## config.mk

```make
export PLATFORM = sky130hd
export DESIGN_NAME = spi_flash_seq_arbiter
export DESIGN_NICKNAME = d
export VERILOG_FILES = /design/src/rtl/spi_flash_seq_arbiter_pkg.sv /design/src/rtl/spi_flash_seq_arbiter_arb.sv /design/src/rtl/spi_flash_seq_arbiter.sv
export SDC_FILE = /design/constraint.sdc
export NUM_CORES = 1
export LEC_CHECK = 0
export ABC_AREA = 1
export CAP_MARGIN = 20
export CELL_PAD_IN_SITES_DETAIL_PLACEMENT = 0
export CELL_PAD_IN_SITES_GLOBAL_PLACEMENT = 1
export CORE_MARGIN = 5
export CORE_UTILIZATION = 50
export CTS_BUF_LIST = sky130_fd_sc_hd__clkbuf_4 sky130_fd_sc_hd__clkbuf_8
export DETAILED_ROUTE_END_ITERATION = 10
export DONT_BUFFER_PORTS = 1
export GPL_ROUTABILITY_DRIVEN = 0
export PLACE_DENSITY = 0.95
export SLEW_MARGIN = 20
export SYNTH_ARGS = -nofsm -noshare
export SYNTH_HDL_FRONTEND = slang
export SYNTH_SLANG_ARGS = --single-unit
```

## constraint.sdc

```tcl
create_clock -name clk -period 2.8 [get_ports clk]
set_input_delay 0.42 -clock clk [delete_from_list [all_inputs] [get_ports clk]]
set_output_delay 0.42 -clock clk [all_outputs]
set_load 0.005 [all_outputs]
```

## src/rtl/spi_flash_seq_arbiter_pkg.sv

```systemverilog
// Shared definitions for the SPI flash sequencer: FSM states, opcodes, address width.
package spi_seq_pkg;

  typedef enum logic [2:0] {
    IDLE,
    CS_SETUP,
    SEND_CMD,
    SEND_ADDR,
    READ_DATA,
    CS_HOLD
  } seq_state_t;

  localparam logic [7:0]  RDID     = 8'h9F;
  localparam logic [7:0]  READ     = 8'h03;
  localparam logic [7:0]  DUMMY_TX = 8'h00;
  localparam int unsigned ADDR_W   = 24;

  // Address bytes go out MSB first: index 0 is addr[23:16].
  function automatic logic [7:0] addr_byte(input logic [ADDR_W-1:0] addr,
                                           input logic [1:0]        idx);
    logic [7:0] b;
    case (idx)
      2'd0:    b = addr[23:16];
      2'd1:    b = addr[15:8];
      default: b = addr[7:0];
    endcase
    return b;
  endfunction

endpackage

```

## src/rtl/spi_flash_seq_arbiter_arb.sv

```systemverilog
// Two-input round-robin arbiter; the pointer remembers the last winner.
module rr_arbiter2 (
  input  logic       clk,
  input  logic       reset,
  input  logic [1:0] req,
  input  logic       update,
  output logic [1:0] grant
);

  logic [1:0] last_grant;

  always_comb begin
    grant = '0;
    case (req)
      2'b01:   grant = 2'b01;
      2'b10:   grant = 2'b10;
      2'b11:   grant = last_grant[0] ? 2'b10 : 2'b01;
      default: grant = '0;
    endcase
  end

  // Reset pointer says requester 1 went last, so requester 0 wins first.
  always_ff @(posedge clk or posedge reset) begin
    if (reset)
      last_grant <= 2'b10;
    else if (update && (|req))
      last_grant <= grant;
  end

endmodule

```

## src/rtl/spi_flash_seq_arbiter.sv

```systemverilog
// Round-robin sequencer sharing one SPI byte engine between two flash clients.
// Optional byte-transfer watchdog enabled by defining SPI_SEQ_TIMEOUT_EN.
module spi_flash_seq_arbiter #(
  parameter int unsigned LEN_W          = 8,
  parameter int unsigned CS_HIGH_CYCLES = 4,
  parameter int unsigned TIMEOUT_CYCLES = 1024
) (
  input  logic                 clk,
  input  logic                 reset,
  input  logic [1:0]           req,
  input  logic [15:0]          req_opcode,
  input  logic [47:0]          req_addr,
  input  logic [1:0]           req_has_addr,
  input  logic [2*LEN_W-1:0]   req_len,
  output logic [1:0]           grant,
  output logic [7:0]           rd_data,
  output logic [1:0]           rd_valid,
  output logic [1:0]           done,
  output logic [1:0]           err,
  output logic                 busy,
  output logic                 eng_start,
  output logic [7:0]           eng_tx,
  input  logic                 eng_done,
  input  logic [7:0]           eng_rx,
  output logic                 chip_select
);

  import spi_seq_pkg::*;

  localparam int unsigned HOLD_W = (CS_HIGH_CYCLES > 1) ? $clog2(CS_HIGH_CYCLES) : 1;
  localparam logic [HOLD_W-1:0] HOLD_LAST = HOLD_W'(CS_HIGH_CYCLES - 1);

  seq_state_t         state, state_nxt;
  logic [1:0]         arb_grant;
  logic               arb_update;
  logic               winner_hi;
  logic [1:0]         grant_q;
  logic [7:0]         op_q;
  logic [ADDR_W-1:0]  addr_q;
  logic               has_addr_q;
  logic [LEN_W-1:0]   remain_q;
  logic               pending;
  logic               xfer_done;
  logic               xfer_timeout;
  logic               timed_out;
  logic [1:0]         addr_idx;
  logic [HOLD_W-1:0]  hold_cnt;

  assign arb_update = (state == IDLE);
  assign winner_hi  = arb_grant[1];
  assign grant      = grant_q;
  // eng_done only counts while a transfer we started is outstanding.
  assign xfer_done  = pending && eng_done;

  rr_arbiter2 u_arb (
    .clk    (clk),
    .reset  (reset),
    .req    (req),
    .update (arb_update),
    .grant  (arb_grant)
  );

  always_ff @(posedge clk or posedge reset) begin
    if (reset) state <= IDLE;
    else       state <= state_nxt;
  end

  always_comb begin
    state_nxt = state;
    case (state)
      IDLE:      if (|req) state_nxt = CS_SETUP;
      CS_SETUP:  state_nxt = SEND_CMD;
      SEND_CMD:
        if (xfer_done) begin
          if (has_addr_q)            state_nxt = SEND_ADDR;
          else if (remain_q != '0)   state_nxt = READ_DATA;
          else                       state_nxt = CS_HOLD;
        end
      SEND_ADDR:
        if (xfer_done && addr_idx == 2'd2)
          state_nxt = (remain_q != '0) ? READ_DATA : CS_HOLD;
      READ_DATA:
        if (xfer_done && remain_q == LEN_W'(1)) state_nxt = CS_HOLD;
      CS_HOLD:   if (hold_cnt == HOLD_LAST) state_nxt = IDLE;
      default:   state_nxt = IDLE;
    endcase
    if (xfer_timeout) state_nxt = CS_HOLD;
  end

  always_comb begin
    chip_select = 1'b1;
    busy        = (state != IDLE);
    eng_start   = 1'b0;
    eng_tx      = '0;
    rd_valid    = '0;
    rd_data     = '0;
    done        = '0;
    err         = '0;
    case (state)
      CS_SETUP: chip_select = 1'b0;
      SEND_CMD: begin
        chip_select = 1'b0;
        eng_start   = !pending;
        eng_tx      = op_q;
      end
      SEND_ADDR: begin
        chip_select = 1'b0;
        eng_start   = !pending;
        eng_tx      = addr_byte(addr_q, addr_idx);
      end
      READ_DATA: begin
        chip_select = 1'b0;
        eng_start   = !pending;
        eng_tx      = DUMMY_TX;
        if (xfer_done && !timed_out) begin
          rd_valid = grant_q;
          rd_data  = eng_rx;
        end
      end
      CS_HOLD:
        if (hold_cnt == '0) begin
          done = grant_q;
          err  = timed_out ? grant_q : '0;
        end
      default: ;
    endcase
  end

  always_ff @(posedge clk or posedge reset) begin
    if (reset) begin
      grant_q    <= '0;
      op_q       <= '0;
      addr_q     <= '0;
      has_addr_q <= 1'b0;
      remain_q   <= '0;
      pending    <= 1'b0;
      addr_idx   <= '0;
      hold_cnt   <= '0;
    end else begin
      if (state == IDLE && (|req)) begin
        grant_q    <= arb_grant;
        op_q       <= winner_hi ? req_opcode[15:8]          : req_opcode[7:0];
        addr_q     <= winner_hi ? req_addr[47:24]           : req_addr[23:0];
        has_addr_q <= winner_hi ? req_has_addr[1]           : req_has_addr[0];
        remain_q   <= winner_hi ? req_len[2*LEN_W-1:LEN_W]  : req_len[LEN_W-1:0];
      end else if (state == CS_HOLD && hold_cnt == HOLD_LAST) begin
        grant_q <= '0;
      end else if (state == READ_DATA && xfer_done) begin
        remain_q <= remain_q - LEN_W'(1);
      end

      if (eng_start)                      pending <= 1'b1;
      else if (xfer_done || xfer_timeout) pending <= 1'b0;

      if (state != SEND_ADDR) addr_idx <= '0;
      else if (xfer_done)     addr_idx <= addr_idx + 2'd1;

      if (state == CS_HOLD) hold_cnt <= hold_cnt + HOLD_W'(1);
      else                  hold_cnt <= '0;
    end
  end

`ifdef SPI_SEQ_TIMEOUT_EN
  localparam int unsigned TO_W = $clog2(TIMEOUT_CYCLES + 1);
  logic [TO_W-1:0] to_cnt;

  assign xfer_timeout = pending && !eng_done && (to_cnt == TO_W'(TIMEOUT_CYCLES - 1));

  always_ff @(posedge clk or posedge reset) begin
    if (reset) begin
      to_cnt    <= '0;
      timed_out <= 1'b0;
    end else begin
      if (eng_start)    to_cnt <= '0;
      else if (pending) to_cnt <= to_cnt + TO_W'(1);
      if (xfer_timeout)       timed_out <= 1'b1;
      else if (state == IDLE) timed_out <= 1'b0;
    end
  end
`else
  logic unused_timeout_cfg;
  assign unused_timeout_cfg = ^TIMEOUT_CYCLES;
  assign xfer_timeout       = 1'b0;
  assign timed_out          = 1'b0;
`endif

endmodule

```

==> results of run 1 <==
## synth_stat cells, types with 4 or more instances
cell      number
buf_2          4
buf_4          7
buf_6          5
dfrtp_1       52
ha_1           8
inv_1         58
inv_2          4
nand2_1      157
nand3_1       13
nand4_1        4
nor2_1        35
nor2_4         4
nor3_1         4
o211ai_1      31
o21ai_0       22
o21ai_1        4
o22ai_1        9
## logic make-up (layout without fill, tap and decap cells)
group | count (synthesis) | count (layout)
AND/OR/NAND/NOR | 228 | 228
XOR/XNOR | 1 | 1
buffers and inverters | 81 | 73
flip-flops | 52 | 52
AO/OA/AOI/OAI | 75 | 75
adder cells (fa/ha/maj) | 8 | 8
other | 1 | 2
## cells in the final DEF (no fill, tap or decap), drive strengths merged, types with 2 or more instances in the layout
cell	count
a21oi	3
clkbuf	6
clkinv	3
conb	2
dfrtp	52
ha	8
inv	62
nand2	162
nand3	13
nand3b	2
nand4	4
nor2	43
nor3	4
o211ai	33
o21ai	26
o22ai	9
## final timing paths
| kind | start | endpoint | slack (ns) | depth (start not counted) |
|---|---|---|---|---|
| setup reg to reg | state[0]$_DFFE_PP0P_ | remain_q[7]$_DFFE_PP0P_ | 0.98 | 7 |
| max in group asynchronous | reset | remain_q[6]$_DFFE_PP0P_ | 2.00 | 2 |
| hold / removal | reset | addr_q[17]$_DFFE_PP0P_ | 0.03 | 1 |
| setup / recovery | addr_idx[0]$_DFFE_PP0P_ | eng_tx[6] | 0.48 | 7 |
| min in group clk | req_addr[11] | addr_q[11]$_DFFE_PP0P_ | 0.24 | 2 |
| hold reg to reg | hold_cnt[0]$_DFF_PP0_ | hold_cnt[0]$_DFF_PP0_ | 0.48 | 1 |
## stage by stage
| step | area (sq um) | power [mW] | setup slack, ns |
|---|---|---|---|
| floorplan | 3290 | 2.75 | 1.11 |
| global placement | 3260 | 3.02 | 0.901 |
| detailed placement | 3260 | 3.07 | 0.848 |
| CTS | 3350 | 3.53 | 0.499 |
| global route | 3350 | 3.85 | 0.269 |
| finish | 3350 | 3.49 | 0.480 |
## area by class of cell
class                   instances  area, sq um
clock buffers                   6         76.3
clock inverters                 2         16.3
inverters                      64          240
multi-input cells             314         1610
well taps                      77         96.3
repair buffers                  1         7.51
fillers                       656         3040
flip-flops and latches         52         1300
## sequential cells by signal, indices dropped and copies added (netlist names)
register          cells
has_addr_q            1
addr_q               24
addr_idx              2
remain_q              8
op_q                  8
pending               1
u_arb.last_grant      1
hold_cnt              2
state                 3
grant                 2
## metal layers
metal	vias up	GRT usage, %
met5	-	0
met1	1297	26.9
met2	105	31.5
li1	1405	-
met4	0	5.75
met3	13	5.04
## worst max-delay path: stages (launching register included)
cell and delay, ns:
dfrtp_1 0.41, inv_1 0.11, ha_1 0.16, clkinv_1 0.21
nand2_1 0.31, nor2_1 0.07, o21ai_0 0.16, o21ai_0 0.16
## power by group
group          internal [mW]  switching, mW  total [mW]
Sequential              1.10          0.170        1.27
Clock                  0.188          0.259       0.448
Combinational          0.585           1.19        1.77
==> results.json, run 1 <==
{
  "synth_seq_cells": 52,
  "required_ns": 2.38,
  "synth_edf_count": 0,
  "cts_tree": "yes",
  "cts_setup_buffers": 0,
  "fin_crit_sh_pct": 82.9,
  "wl_met1_microns": 3660,
  "synth_seq_area_share_pct": 39.6,
  "rsz0062_at_grt": "false",
  "power.leakage_nw": 1.60,
  "synthArstFlopShare_pct": 100,
  "wl_met2_microns": 3690,
  "drc": 0,
  "via_per_inst": 5.47,
  "fmax_mhz": 431,
  "stdcell_count": 516,
  "final_nets": 541,
  "clk_pin_slew_ns": 0.10,
  "synthCells": 446,
  "crit_path_max_fanout": 9,
  "synth_compound_area_share_pct": 15.2,
  "insertion_delay_ns": 0.31,
  "maxCapViolations": 0,
  "rows": 29,
  "dp.cells": 508,
  "wl_met3_microns": 643,
  "min_period_ns": 2.32,
  "dieWidth_microns": 91.1,
  "worst_pin_slew_ns": 0.789,
  "slew_violations": 0,
  "initial_core_util_pct": 51.4,
  "yosysTopAreaCell": "dfrtp_1",
  "synth_top_family_by_area": "simple AND/OR/NAND/NOR gates",
  "num_vias": 2820,
  "synth_area_leaders": "dfrtp_1 (40%), nand2_1 (18%), o211ai_1 (7.1%), inv_1 (6.6%), nor2_1 (4.0%)",
  "antenna_cells": 0,
  "routed_wl_microns": 8110,
  "grt_util_all_layers_pct": 19.9,
  "dpl.hpwl_microns": 6110,
  "htreeDepth": 2,
  "vdd_drop_max_mv": 0.401,
  "status": "complete, no violations",
  "overflow": 0,
  "setup_viol": 0,
  "synth_ff_type": "dfrtp_1",
  "cts_buffers": 5,
  "clockBufferDepth": 2,
  "grt_pass1_wl_microns": 13700,
  "end_kind": "output pin",
  "power_density_nw_per_um2": 1040,
  "drt_iter0_drc": 114,
  "ys_types": 33,
  "synthMuxAreaShare_pct": 0,
  "ios": 122,
  "yosysTopAreaCellShare_pct": 39.6,
  "slew_headroom_pct": 47.3,
  "fp.dieH_microns": 91.1,
  "final.setup_skew_ns": 0.00759,
  "cts_sinks": 52,
  "avgSynthCellArea_sq_um": 7.36,
  "drive_above_1_share_pct": 7.06,
  "critPathLaunchType": "flop",
  "antenna_found_initial": 0,
  "io_buffers": 0,
  "yosysWarnings": 0,
  "area_growth_pct": 2.02,
  "final_core_util_pct": 52.5,
  "setup_tns_ns": 0,
  "ctsResizeCount": 0,
  "path_class": "reg -> out",
  "synth_xor_area_share_pct": 0.267,
  "grt_max_degree": 44,
  "hold_violations": 0,
  "routed.top_layer": "met4",
  "cts_hold_buf": 0,
  "wl_per_cell_microns": 15.7,
  "synthAdderAreaFrac_pct": 3.05,
  "synth_simple_gate_area_share_pct": 30.4,
  "detail_route.first_pass.iterations": 4,
  "fp.coreArea_sq_um": 6390,
  "hold_ws_ns": 0.0268,
  "ant_nets": 0,
  "dieArea_sq_um": 8290,
  "syn-cell-area_sq_um": 3280,
  "root_buffer": "clkbuf_8",
  "hold_class": "in -> async",
  "crit_arrival_ns": 1.90,
  "grt_pass1_vias": 2816
}
Note: power is estimated with default switching activity, not from simulation.
==> run 2, diff against run 1 <==
--- a/config.mk
+++ b/config.mk
@@ -10,12 +10,12 @@
 export CELL_PAD_IN_SITES_DETAIL_PLACEMENT = 0
 export CELL_PAD_IN_SITES_GLOBAL_PLACEMENT = 1
 export CORE_MARGIN = 5
-export CORE_UTILIZATION = 50
+export CORE_UTILIZATION = 46
 export CTS_BUF_LIST = sky130_fd_sc_hd__clkbuf_4 sky130_fd_sc_hd__clkbuf_8
 export DETAILED_ROUTE_END_ITERATION = 10
 export DONT_BUFFER_PORTS = 1
 export GPL_ROUTABILITY_DRIVEN = 0
-export PLACE_DENSITY = 0.95
+export PLACE_DENSITY = 0.93
 export SLEW_MARGIN = 20
 export SYNTH_ARGS = -nofsm -noshare
 export SYNTH_HDL_FRONTEND = slang
==> constraint.sdc (replaced) <==
create_clock -name clk -period 2.3 [get_ports clk]
set_input_delay 0.345 -clock clk [delete_from_list [all_inputs] [get_ports clk]]
set_output_delay 0.345 -clock clk [all_outputs]
set_load 0.005 [all_outputs]
==> run 2 against run 1 <==
  * Clock power increased by 23%
  * Total power rose by 23%
  * Via count increased by 0.92%
  * Global-route usage decreased by 0.69 points
  * Register-to-register slack worse by 0.41 ns
  * Clock skew is 0.0047 ns lower
  * Clock-buffer cell count did not move
  * Die area rose by 7.7%
  * Setup slack got worse by 0.33 ns
  * Cell area increased by 2.4%
  * Critical path type unchanged
  * Critical endpoint is now eng_tx[3]
==> results.json, run 2 (synthesis gave the netlist of run 1 again) <==
{
  "clockBufferDepth": 2,
  "multi_input_area_sq_um": 1620,
  "drt_iter0_drc": 155,
  "ant_nets": 0,
  "crit_path_end": "eng_tx[3]",
  "place_ws_ns": 0.399,
  "drc": 0,
  "grt_pass1_vias": 2756,
  "fp.coreArea_sq_um": 6870,
  "required_ns": 1.96,
  "dp.cells": 529,
  "insertion_delay_ns": 0.32,
  "maxCapViolations": 0,
  "power_density_nw_per_um2": 1260,
  "antenna_cells": 0,
  "setup_tns_ns": 0,
  "area_growth_pct": 4.50,
  "regMostFlops": "addr_q",
  "fillers": 707,
  "fin_crit_sh_pct": 93.7,
  "cts_sinks": 52,
  "grt_util_all_layers_pct": 19.2,
  "r2r_slack_ns": 0.57,
  "dieArea_sq_um": 8930,
  "wl_per_cell_microns": 15.4,
  "final.setup_skew_ns": 0.00293,
  "largest_reg_flops": 24,
  "rsz0062_at_grt": "false",
  "detail_route.first_pass.iterations": 4,
  "rows": 30,
  "io_buffers": 0,
  "slew_headroom_pct": 59.4,
  "status": "complete, no violations",
  "hold_class": "in -> reg",
  "timing.rr.end": "remain_q[7]$_DFFE_PP0P_",
  "antenna_found_initial": 0,
  "crit_arrival_ns": 1.81,
  "via_per_inst": 5.27,
  "setup_viol": 0,
  "initial_core_util_pct": 47.8,
  "timing.final.ws_setup_ns": 0.146,
  "power.leakage_nw": 1.62,
  "routed_wl_microns": 8330,
  "worstRegToRegCells": 7,
  "overflow": 0,
  "num_vias": 2846,
  "fp.dieH_microns": 94.5,
  "drive_above_1_share_pct": 8.78,
  "seqCellArea_sq_um": 1300,
  "grt_max_degree": 44,
  "cts_buffers": 5,
  "stdcell_count": 540,
  "dieWidth_microns": 94.5,
  "clk_pin_slew_ns": 0.10,
  "grt_pass1_wl_microns": 13300,
  "end_kind": "output pin",
  "final_nets": 546,
  "startpoint": "addr_idx[0]$_DFFE_PP0P_",
  "final_common_cell": "nand2_1",
  "path_class": "reg -> out",
  "reg2reg_from": "state[0]$_DFFE_PP0P_",
  "top_regs": "addr_q (24), op_q (8), remain_q (8)",
  "critPathLaunchType": "flop",
  "htreeDepth": 2,
  "hold_violations": 0,
  "dpl.hpwl_microns": 6230,
  "most-common-layout-cells": "nand2_1 (156), inv_1 (57), dfrtp_1 (52), nor2_1 (34), o211ai_1 (31)",
  "crit_path_max_fanout": 5,
  "root_buffer": "clkbuf_8",
  "final_core_util_pct": 50.0,
  "ios": 122,
  "worst_pin_slew_ns": 0.609,
  "fmax_mhz": 464,
  "hold_ws_ns": 0.155,
  "cts_tree": "yes",
  "slew_violations": 0,
  "min_period_ns": 2.15,
  "vdd_drop_max_mv": 0.503
}
[run 2: cell count changes in the layout (fill, tap and decap cells not counted)]
cell	delta
nor2_1	-1
dlygate4sd3_1	+1
nand2_4	+1
clkinvlp_4	+2
nor2_2	+1
nand2_1	-1
clkinv_1	-2
buf_4	+4
[run 2: layout make-up]
class | instances | area share, %
clock buffers | 6 | 2.22
clock inverters | 2 | 0.474
inverters | 64 | 7.22
multi-input cells | 314 | 47.3
flip-flops and latches | 52 | 37.9
well taps | 96 | 3.50
repair buffers | 6 | 1.39
[run 2: through the flow]
stage	area [sq um]	power, mW
floorplan	3290	3.35
global placement	3300	3.70
detailed placement	3300	3.75
CTS	3400	4.31
global route	3430	4.73
finish	3430	4.31
[run 2: how the worst min path moves through the flow]
stage                           from                     end  depth (start not counted)
2_1_floorplan  hold_cnt[0]$_DFF_PP0_   hold_cnt[0]$_DFF_PP0_                          1
3_3_place_gp                   reset  addr_q[16]$_DFFE_PP0P_                          1
3_5_place_dp                   reset  addr_q[16]$_DFFE_PP0P_                          1
4_1_cts                 req_addr[13]  addr_q[13]$_DFFE_PP0P_                          2
5_1_grt                  req_addr[3]   addr_q[3]$_DFFE_PP0P_                          2
6_report                 req_addr[9]   addr_q[9]$_DFFE_PP0P_                          2
[run 2: layer usage]
layer	part of all wire (%)	GRT usage, %	vias up	wire (microns)
met4	1.4	6.73	0	114
met5	0	0	-	0
li1	-	-	1409	-
met2	45	29.8	105	3750
met1	46	26.5	1322	3840
met3	7.5	4.06	10	623
[run 2: where the power goes]
group	switching (mW)	internal [mW]
combinational	1.48	0.732
sequential	0.207	1.34
clock	0.324	0.229
[run 2: what timing repair did]
item | 4_1_cts | 5_1_grt
hold endpoints to repair | 12 | 0
setup endpoints to repair | 0 | 8
setup buffers | 0 | 2
resized for setup | 0 | 5
hold buffers | 1 | 0
[run 2: worst max-delay path, cell delays in order, from the launching register on]
cell and delay [ns]:
dfrtp_1 0.41, inv_1 0.10, ha_1 0.21, clkinvlp_4 0.15, buf_4 0.18, o22ai_1 0.20, o21ai_0 0.11, o21ai_0 0.14
